$ cat src/rtl/regfile32_pkg.sv
// Shared constants for the 32-entry register file: widths, the hardwired-zero
// register address and the reset values of storage and the write counter.
`timescale 1ns/1ps
package regfile32_pkg;
  localparam int              DATA_W   = 32;
  localparam int              ADDR_W   = 5;
  localparam int              CNT_W    = 16;
  localparam logic [4:0]      REG_ZERO = 5'd0;
  localparam logic [31:0]     RST_DATA = 32'd0;
  localparam logic [CNT_W-1:0] RST_CNT = '0;
endpackage

$ cat src/rtl/regfile32_if.sv
// Write/read bus of the register file; the master drives addresses and write
// data, the slave returns both read ports and the committed-write count.
`timescale 1ns/1ps
interface regfile32_if #(
  parameter int DATA_W = regfile32_pkg::DATA_W,
  parameter int ADDR_W = regfile32_pkg::ADDR_W,
  parameter int CNT_W  = regfile32_pkg::CNT_W
);
  logic              we;
  logic [ADDR_W-1:0] waddr;
  logic [DATA_W-1:0] wdata;
  logic [ADDR_W-1:0] raddr1;
  logic [ADDR_W-1:0] raddr2;
  logic [DATA_W-1:0] rdata1;
  logic [DATA_W-1:0] rdata2;
  logic [CNT_W-1:0]  wr_cnt;

  modport master (output we, waddr, wdata, raddr1, raddr2,
                  input  rdata1, rdata2, wr_cnt);
  modport slave  (input  we, waddr, wdata, raddr1, raddr2,
                  output rdata1, rdata2, wr_cnt);
endinterface

$ cat src/rtl/regfile_bypass.sv
// One read port: forces zero for register 0 and during reset, and forwards the
// in-flight write data when it targets the address being read.
`timescale 1ns/1ps
module regfile_bypass #(
  parameter int DATA_W = regfile32_pkg::DATA_W,
  parameter int ADDR_W = regfile32_pkg::ADDR_W
) (
  input  logic              rst_n,
  input  logic              we_i,
  input  logic [ADDR_W-1:0] waddr_i,
  input  logic [DATA_W-1:0] wdata_i,
  input  logic [ADDR_W-1:0] raddr_i,
  input  logic [DATA_W-1:0] arr_i,
  output logic [DATA_W-1:0] rdata_o
);
  import regfile32_pkg::*;

  localparam logic [ADDR_W-1:0] ZERO_A = ADDR_W'(REG_ZERO);
  localparam logic [DATA_W-1:0] ZERO_D = DATA_W'(RST_DATA);

  always_comb begin
    rdata_o = ZERO_D;
    if (rst_n && (raddr_i != ZERO_A)) begin
      if (we_i && (waddr_i != ZERO_A) && (raddr_i == waddr_i))
        rdata_o = wdata_i;
      else
        rdata_o = arr_i;
    end
  end
endmodule

$ cat src/rtl/regfile32.sv
// 32 x DATA_W flip-flop register file, register 0 hardwired to zero, two
// combinational read ports with same-cycle write bypass, and a write counter.
`timescale 1ns/1ps
module regfile32 #(
  parameter int DATA_W = regfile32_pkg::DATA_W,
  parameter int ADDR_W = regfile32_pkg::ADDR_W
) (
  input  logic         clk,
  input  logic         rst_n,
  regfile32_if.slave   bus
);
  import regfile32_pkg::*;

  localparam int NREG = 2**ADDR_W;
  localparam int NRD  = 2;

  logic [NREG-1:0][DATA_W-1:0] regs_q;
  logic [CNT_W-1:0]            wr_cnt_q, wr_cnt_d;
  logic                        commit;

  logic [NRD-1:0][ADDR_W-1:0]  raddr_a;
  logic [NRD-1:0][DATA_W-1:0]  arr_a;
  logic [NRD-1:0][DATA_W-1:0]  rdata_a;

  // Gate on we first so an undriven address with we=0 cannot commit.
  assign commit   = bus.we && (bus.waddr != ADDR_W'(REG_ZERO));
  assign wr_cnt_d = wr_cnt_q + CNT_W'(1);

  // Flops, not RAM: the whole array must clear asynchronously.
  always_ff @(posedge clk or negedge rst_n) begin
    if (!rst_n) begin
      regs_q   <= '0;
      wr_cnt_q <= RST_CNT;
    end else if (commit) begin
      regs_q[bus.waddr] <= bus.wdata;
      wr_cnt_q          <= wr_cnt_d;
    end
  end

  assign raddr_a[0] = bus.raddr1;
  assign raddr_a[1] = bus.raddr2;

  for (genvar p = 0; p < NRD; p++) begin : g_rd
    assign arr_a[p] = regs_q[raddr_a[p]];
  end

  regfile_bypass #(.DATA_W(DATA_W), .ADDR_W(ADDR_W)) u_byp [NRD-1:0] (
    .rst_n   (rst_n),
    .we_i    (bus.we),
    .waddr_i (bus.waddr),
    .wdata_i (bus.wdata),
    .raddr_i (raddr_a),
    .arr_i   (arr_a),
    .rdata_o (rdata_a)
  );

  assign bus.rdata1 = rdata_a[0];
  assign bus.rdata2 = rdata_a[1];
  assign bus.wr_cnt = wr_cnt_q;
endmodule

$ cat src/flat_wrapper.sv
// flat-port wrapper written by rule: the top's interface ports become plain ports
module regfile32_flat import regfile32_pkg::*;
#(
  parameter int DATA_W = regfile32_pkg::DATA_W,
  parameter int ADDR_W = regfile32_pkg::ADDR_W
)
  (clk, rst_n, bus_we, bus_waddr, bus_wdata, bus_raddr1, bus_raddr2, bus_rdata1, bus_rdata2, bus_wr_cnt);
  regfile32_if #(.DATA_W(DATA_W), .ADDR_W(ADDR_W)) bus_i ();
  input  logic clk;
  input  logic rst_n;
  input wire logic [$bits(bus_i.we)-1:0] bus_we;
  input wire logic [$bits(bus_i.waddr)-1:0] bus_waddr;
  input wire logic [$bits(bus_i.wdata)-1:0] bus_wdata;
  input wire logic [$bits(bus_i.raddr1)-1:0] bus_raddr1;
  input wire logic [$bits(bus_i.raddr2)-1:0] bus_raddr2;
  output wire logic [$bits(bus_i.rdata1)-1:0] bus_rdata1;
  output wire logic [$bits(bus_i.rdata2)-1:0] bus_rdata2;
  output wire logic [$bits(bus_i.wr_cnt)-1:0] bus_wr_cnt;
  assign bus_i.we = bus_we;
  assign bus_i.waddr = bus_waddr;
  assign bus_i.wdata = bus_wdata;
  assign bus_i.raddr1 = bus_raddr1;
  assign bus_i.raddr2 = bus_raddr2;
  assign bus_rdata1 = bus_i.rdata1;
  assign bus_rdata2 = bus_i.rdata2;
  assign bus_wr_cnt = bus_i.wr_cnt;
  regfile32 #(.DATA_W(DATA_W), .ADDR_W(ADDR_W)) u_core (.clk(clk), .rst_n(rst_n), .bus(bus_i));
endmodule
$ cat config.mk
export PLATFORM = sky130hd
export DESIGN_NAME = regfile32_flat
export DESIGN_NICKNAME = d
export VERILOG_FILES = /design/src/rtl/regfile32_pkg.sv /design/src/rtl/regfile32_if.sv /design/src/rtl/regfile_bypass.sv /design/src/rtl/regfile32.sv /design/src/flat_wrapper.sv
export SDC_FILE = /design/constraint.sdc
export NUM_CORES = 2
export LEC_CHECK = 0
export CORE_AREA = 2 2 306 308
export DETAILED_ROUTE_END_ITERATION = 8
export DIE_AREA = 0 0 308 310
export PLACE_DENSITY_LB_ADDON = 0.25
export SLEW_MARGIN = 15
export SYNTH_ARGS = -nofsm -noshare
export SYNTH_HDL_FRONTEND = slang
export SYNTH_SLANG_ARGS = --single-unit
$ cat constraint.sdc
create_clock -name clk -period 5.6 [get_ports clk]
set_clock_uncertainty 0.15 [all_clocks]
set_input_delay 1.68 -clock clk [delete_from_list [all_inputs] [get_ports clk]]
set_output_delay 1.68 -clock clk [all_outputs]
set_load 0.03 [all_outputs]
* Word level (Yosys, flattened, before mapping) *
Cells that the tools add are included.

storage, ports and cells
  register bits after elaboration = 1040
  bits of input ports = 50
  logic and storage cells = 60

operators by class
  add/sub/neg operators = 1
  order comparisons = 4
  eq/ne operators = 2
  mux-type cells = 11
  reductions and logical operators = 9

operators by type and width
  cell                                                                                 number
  1024-bit bitwise mux                                                                 1
  32-bit binary-select mux with 5-bit select                                           2
  32-bit two-way mux                                                                   7
  32-bit demux with 5-bit select                                                       1
  5-bit by 6-bit less-than comparator with 1-bit output, second input constant         3
  16-bit by 1-bit adder with 16-bit output, second input constant                      1
  5-bit nonzero test                                                                   3
  5-bit == test                                                                        2
  1-bit logical AND                                                                    6
  5-bit by 1-bit greater-or-equal comparator with 1-bit output, second input constant  1

* Logic depth before layout (Yosys ltp) *
  word-level depth = 5
  mapped depth = 9
  mapped depth without buffers = 5

* Hierarchy *
A second synthesis with hierarchy kept.

unflattened totals
  cells, all modules = 4901
  area total of the unflattened synthesis = 58149.5 um2

by module, submodules not included
  module          times used  cells each  area an instance (um2)  sequential area each (um2)
  regfile32       1           4665        56650.6                 26025.0
  regfile_bypass  2           118         749.5                   0.0

* Worst setup path before layout *
No wires, ideal clock.

  path kind = input-to-output
  start = input bus_raddr1[1]
  end = output bus_rdata1[0]
  data arrival time = 3.627 ns
  data required time = 3.770 ns
  slack = 0.143 ns
  stages on the path = 6
  buffers on the path = 3
  cells stage by stage = buf_2 > buf_2 > clkbuf_1 > mux4_2 > mux4_2 > a221o_1

between the ends
  longest elaborated chain between the ends = 4

RTL lines
  element                                                                        line                                   RTL
  start, declared                                                                flat_wrapper.sv:14                     input wire logic [$bits(bus_i.raddr1)-1:0] bus_raddr1;
  32-bit binary-select mux with 5-bit select or 5-bit == test (tied branches)    regfile32.sv:44, regfile_bypass.sv:24
  32-bit two-way mux (not written as such) or 1-bit logical AND (tied branches)  regfile32.sv:44, regfile_bypass.sv:24
  32-bit two-way mux                                                             regfile_bypass.sv:24                   if (we_i && (waddr_i != ZERO_A) && (raddr_i == waddr_i))
  32-bit two-way mux (*)                                                         regfile_bypass.sv:23                   if (rst_n && (raddr_i != ZERO_A)) begin
  end, declared                                                                  flat_wrapper.sv:16                     output wire logic [$bits(bus_i.rdata1)-1:0] bus_rdata1;

Mark *: on every way between the ends. The rest lies on a longest branch, timed or not. The select of a mux whose other input is x is not followed.

* Worst setup path after layout *
  start = input bus_raddr1[0]
  end = output bus_rdata1[19]

Same word-level chain as after synthesis.

==> run_results.csv <==
group,metric,value,unit
final_layout,drive_gt1_frac,0.6021,
global_routing,grtUsageMet3,0.1135,
global_routing,grt_use_total,0.3765,
route,drt_iter0_markers,4812,
synth,yosys.area.top_type_share,0.4751,
critical_path,slowest_delay,0.33,ns
final_layout,area_growth_syn_to_layout,19.91,%
cts,htree_levels,3,
final_layout,multi_input_area,27590,um2
critical_path,reg2reg_from,"u_core.bus.wr_cnt[2]",
synth,synth_cells,3497,
hold_path,hp-start,"u_core.regs_q[13]",
critical_path,cp_top_family,"buffers and inverters",
die,io_pins,130,
cts,cts_tree,"yes",
route,ant_nets,0,
power,power_density,352.4,nW/um2
run_status,run_status,"complete, but fails checks",
final_layout,post-route-util,0.7101,
critical_path,crit_path_max_fanout,7,
hold_path,worstHoldPathCells,0,
critical_path,cp-end-kind,"primary output",
global_routing,grt_pass1_vias,38969,
die,rows,112,
route,wire_per_inst,35.72,um
die,core_area,92490,um2
run,cap_violations,0,
global_routing,use_met2,0.5695,
route,avgViaCountPerCell,7.442,
final_layout,seq_area,26030,um2
timing,hold_viol_final,0,
final_layout,final_nets,3774,
timing,slew_viol_final,0,
route,dr_total_vias,37337,
timing,whs,0.2490,ns
critical_path,crit_top_cell,"buf_12",
timing,setup_viol,18,
die,die_w,308,um
global_routing,grt_overflow_total,0,
critical_path,critPathRequiredTime,3.77,ns
critical_path,crit_start,"bus_raddr1[0]",
cts,ctsHoldBuffers,0,
synth,synth_nets,3548,
critical_path,critPathSlowestCell,"o31ai_4",
timing,max_slew_margin,0.3231,
global_routing,grt_max_degree,175,
final_layout,fillers,5646,
synth,synthArstFlopShare,1.000,
cts,path_clk_slew,0.06,ns
synth,synth.top_cells.by_count,"dfrtp_1 (1040), mux2_2 (991), mux4_2 (543)",
critical_path,cp_num_buf_inv,7,
global_routing,grt_util_met1,0.4922,
cts,cts_root_buffer,"clkbuf_16",
timing,period_needed,5.654,ns
placed_design,place_area,60480,um2
run_status,violations,"negative setup slack",
placed_design,gp_congestion,0.9332,
global_routing,grt_first_pass_wirelength,260100,um
placed_design,place_hpwl,109100,um
hold_path,hp-class,"reg2reg",
cts,clockBufferDepth,3,
timing,fin_ws,-0.05445,ns
critical_path,path_cells,"buf_16, buf_12, buf_16, xnor2_4, nand3_2, buf_6, o31ai_4, buf_12, clkbuf_16, a21oi_2, a221o_1, buf_12",
timing,rsz0062_at_grt,"true",
power,leakage,28.28,nW
placed_design,portBuffers,129,
route,wl,179200,um
synth,avgSynthCellArea,15.66,um2
synth,yosys.cell_types.count,48,
cts,cts_made_buffers,110,
synth,ys.flop_type,"dfrtp_1",
critical_path,worstSetupStartpointType,"primary input",
synth,ys_warn_count,0,
route,drc_errors,0,
route,drtPass1Iterations,6,
global_routing,grt_busiest_layer,"met2",
critical_path,ff2ff_path_depth,5,
synth,synthTopCellsByArea,"dfrtp_1 (48%), mux4_2 (22%), mux2_2 (20%)",
final_layout,insertedDiodeCount,0,
critical_path,crit_type,"in2out",
die,die_h,310,um
synth,syn_area,54780,um2
timing,fmax,176.9,MHz
critical_path,cp_num_cells,12,
cts,numClockSinks,1040,
synth,ys_seq_area_frac,0.4751,
die,initial_utilization,0.5922,
synth,yosysTopAreaCell,"dfrtp_1",
die,die_area,95480,um2
timing,fin_tns_setup,-0.4708,ns
global_routing,antenna_found_initial,3,
power,vdd_ir_drop_max,381.1,uV
synth,yosysMostFrequentCell,"dfrtp_1",
cts,worstSkewPairLatency,0.69,ns
synth,ys_ff_latch,1040,
timing,tightest_slew,1.015,ns
synth,synth-edff-count,0,
timing,period_share,1.010,
critical_path,arrival,3.82,ns
final_layout,fin_area,65680,um2
-- final timing paths --
check,to,slack (ns)
min in group asynchronous,u_core.regs_q[552],0.67
setup / recovery,bus_rdata1[19],-0.05
setup reg to reg,u_core.bus.wr_cnt[15],3.65
hold / removal,u_core.regs_q[13],0.25
hold reg to reg,u_core.regs_q[13],0.25
max in group asynchronous,u_core.regs_q[460],1.66
-- final cells by class --
class,instances,area share
repair buffers,529,0.1013
clock buffers,158,0.04942
multi-input cells,2038,0.4201
clock inverters,51,0.009887
inverters,4,0.0002667
flip-flops and latches,1040,0.3962
well taps,1197,0.02280
-- logic make-up after synthesis --
logic type	Yosys count	share of synthesized area
buffers and inverters	419	0.03214
adder cells (fa/ha/maj)	1	0.0002284
flip-flops	1040	0.4751
multiplexers	1576	0.4347
XOR/XNOR	25	0.003997
AO/OA/AOI/OAI	317	0.04258
AND/OR/NAND/NOR	119	0.01124
-- flip-flops by register name, summed over array words and instances, names as in the netlist --
register and count:
u_core.regs_q 1024, u_core.bus.wr_cnt 16
-- repair_timing --
| action | CTS | global route |
|---|---|---|
| gates cloned | 6 | 8 |
| buffers inserted | 18 | 23 |
| setup endpoints to repair | 64 | 52 |
| gates resized for setup | 57 | 69 |
| endpoints found under the hold margin | 0 | 0 |
| pin swaps | 21 | 23 |
-- worst reg2reg max path: stages, from the launching register on --
cell	delay [ns]
dfrtp_1	0.42
and3_1	0.31
o211ai_1	0.27
nor3_1	0.38
nand3_1	0.15
xnor2_1	0.15
-- layout by cell type, fill, tap and decap left out, types with 26 or more instances in the layout --
| master | n |
|---|---|
| a21oi_1 | 67 |
| a221o_1 | 56 |
| a22oi_1 | 106 |
| buf_12 | 160 |
| buf_4 | 271 |
| clkbuf_16 | 120 |
| clkbuf_8 | 27 |
| clkdlybuf4s50_1 | 48 |
| clkinv_2 | 26 |
| dfrtp_1 | 1040 |
| mux2_2 | 991 |
| mux2i_1 | 41 |
| mux4_2 | 543 |
-- layer usage --
| metal | vias up | routed length, um |
|---|---|---|
| met1 | 19976 | 64050 |
| met5 | - | 125 |
| met4 | 6 | 10540 |
| li1 | 14220 | - |
| met3 | 630 | 20890 |
| met2 | 2505 | 83590 |
-- where the power goes --
part / leakage [nW] / internal, mW / switching [mW] / total [mW]
registers: 13.4 / 8.94 / 1.14 / 10.1
logic: 13.0 / 3.15 / 2.08 / 5.23
clock network: 1.93 / 4.67 / 3.17 / 7.84
-- per-stage QoR --
step                      instances  setup WS, ns  power (mW)
final                          5017      -0.05445       23.15
after CTS                      4988      -0.01685       22.98
after floorplan                3497        0.1427       13.19
after detailed placement       4755       -0.3637       15.11
after global placement         4755       -0.3664       14.72
after global routing           5017      -0.05264       23.89
(Power assumes the default switching activity.)
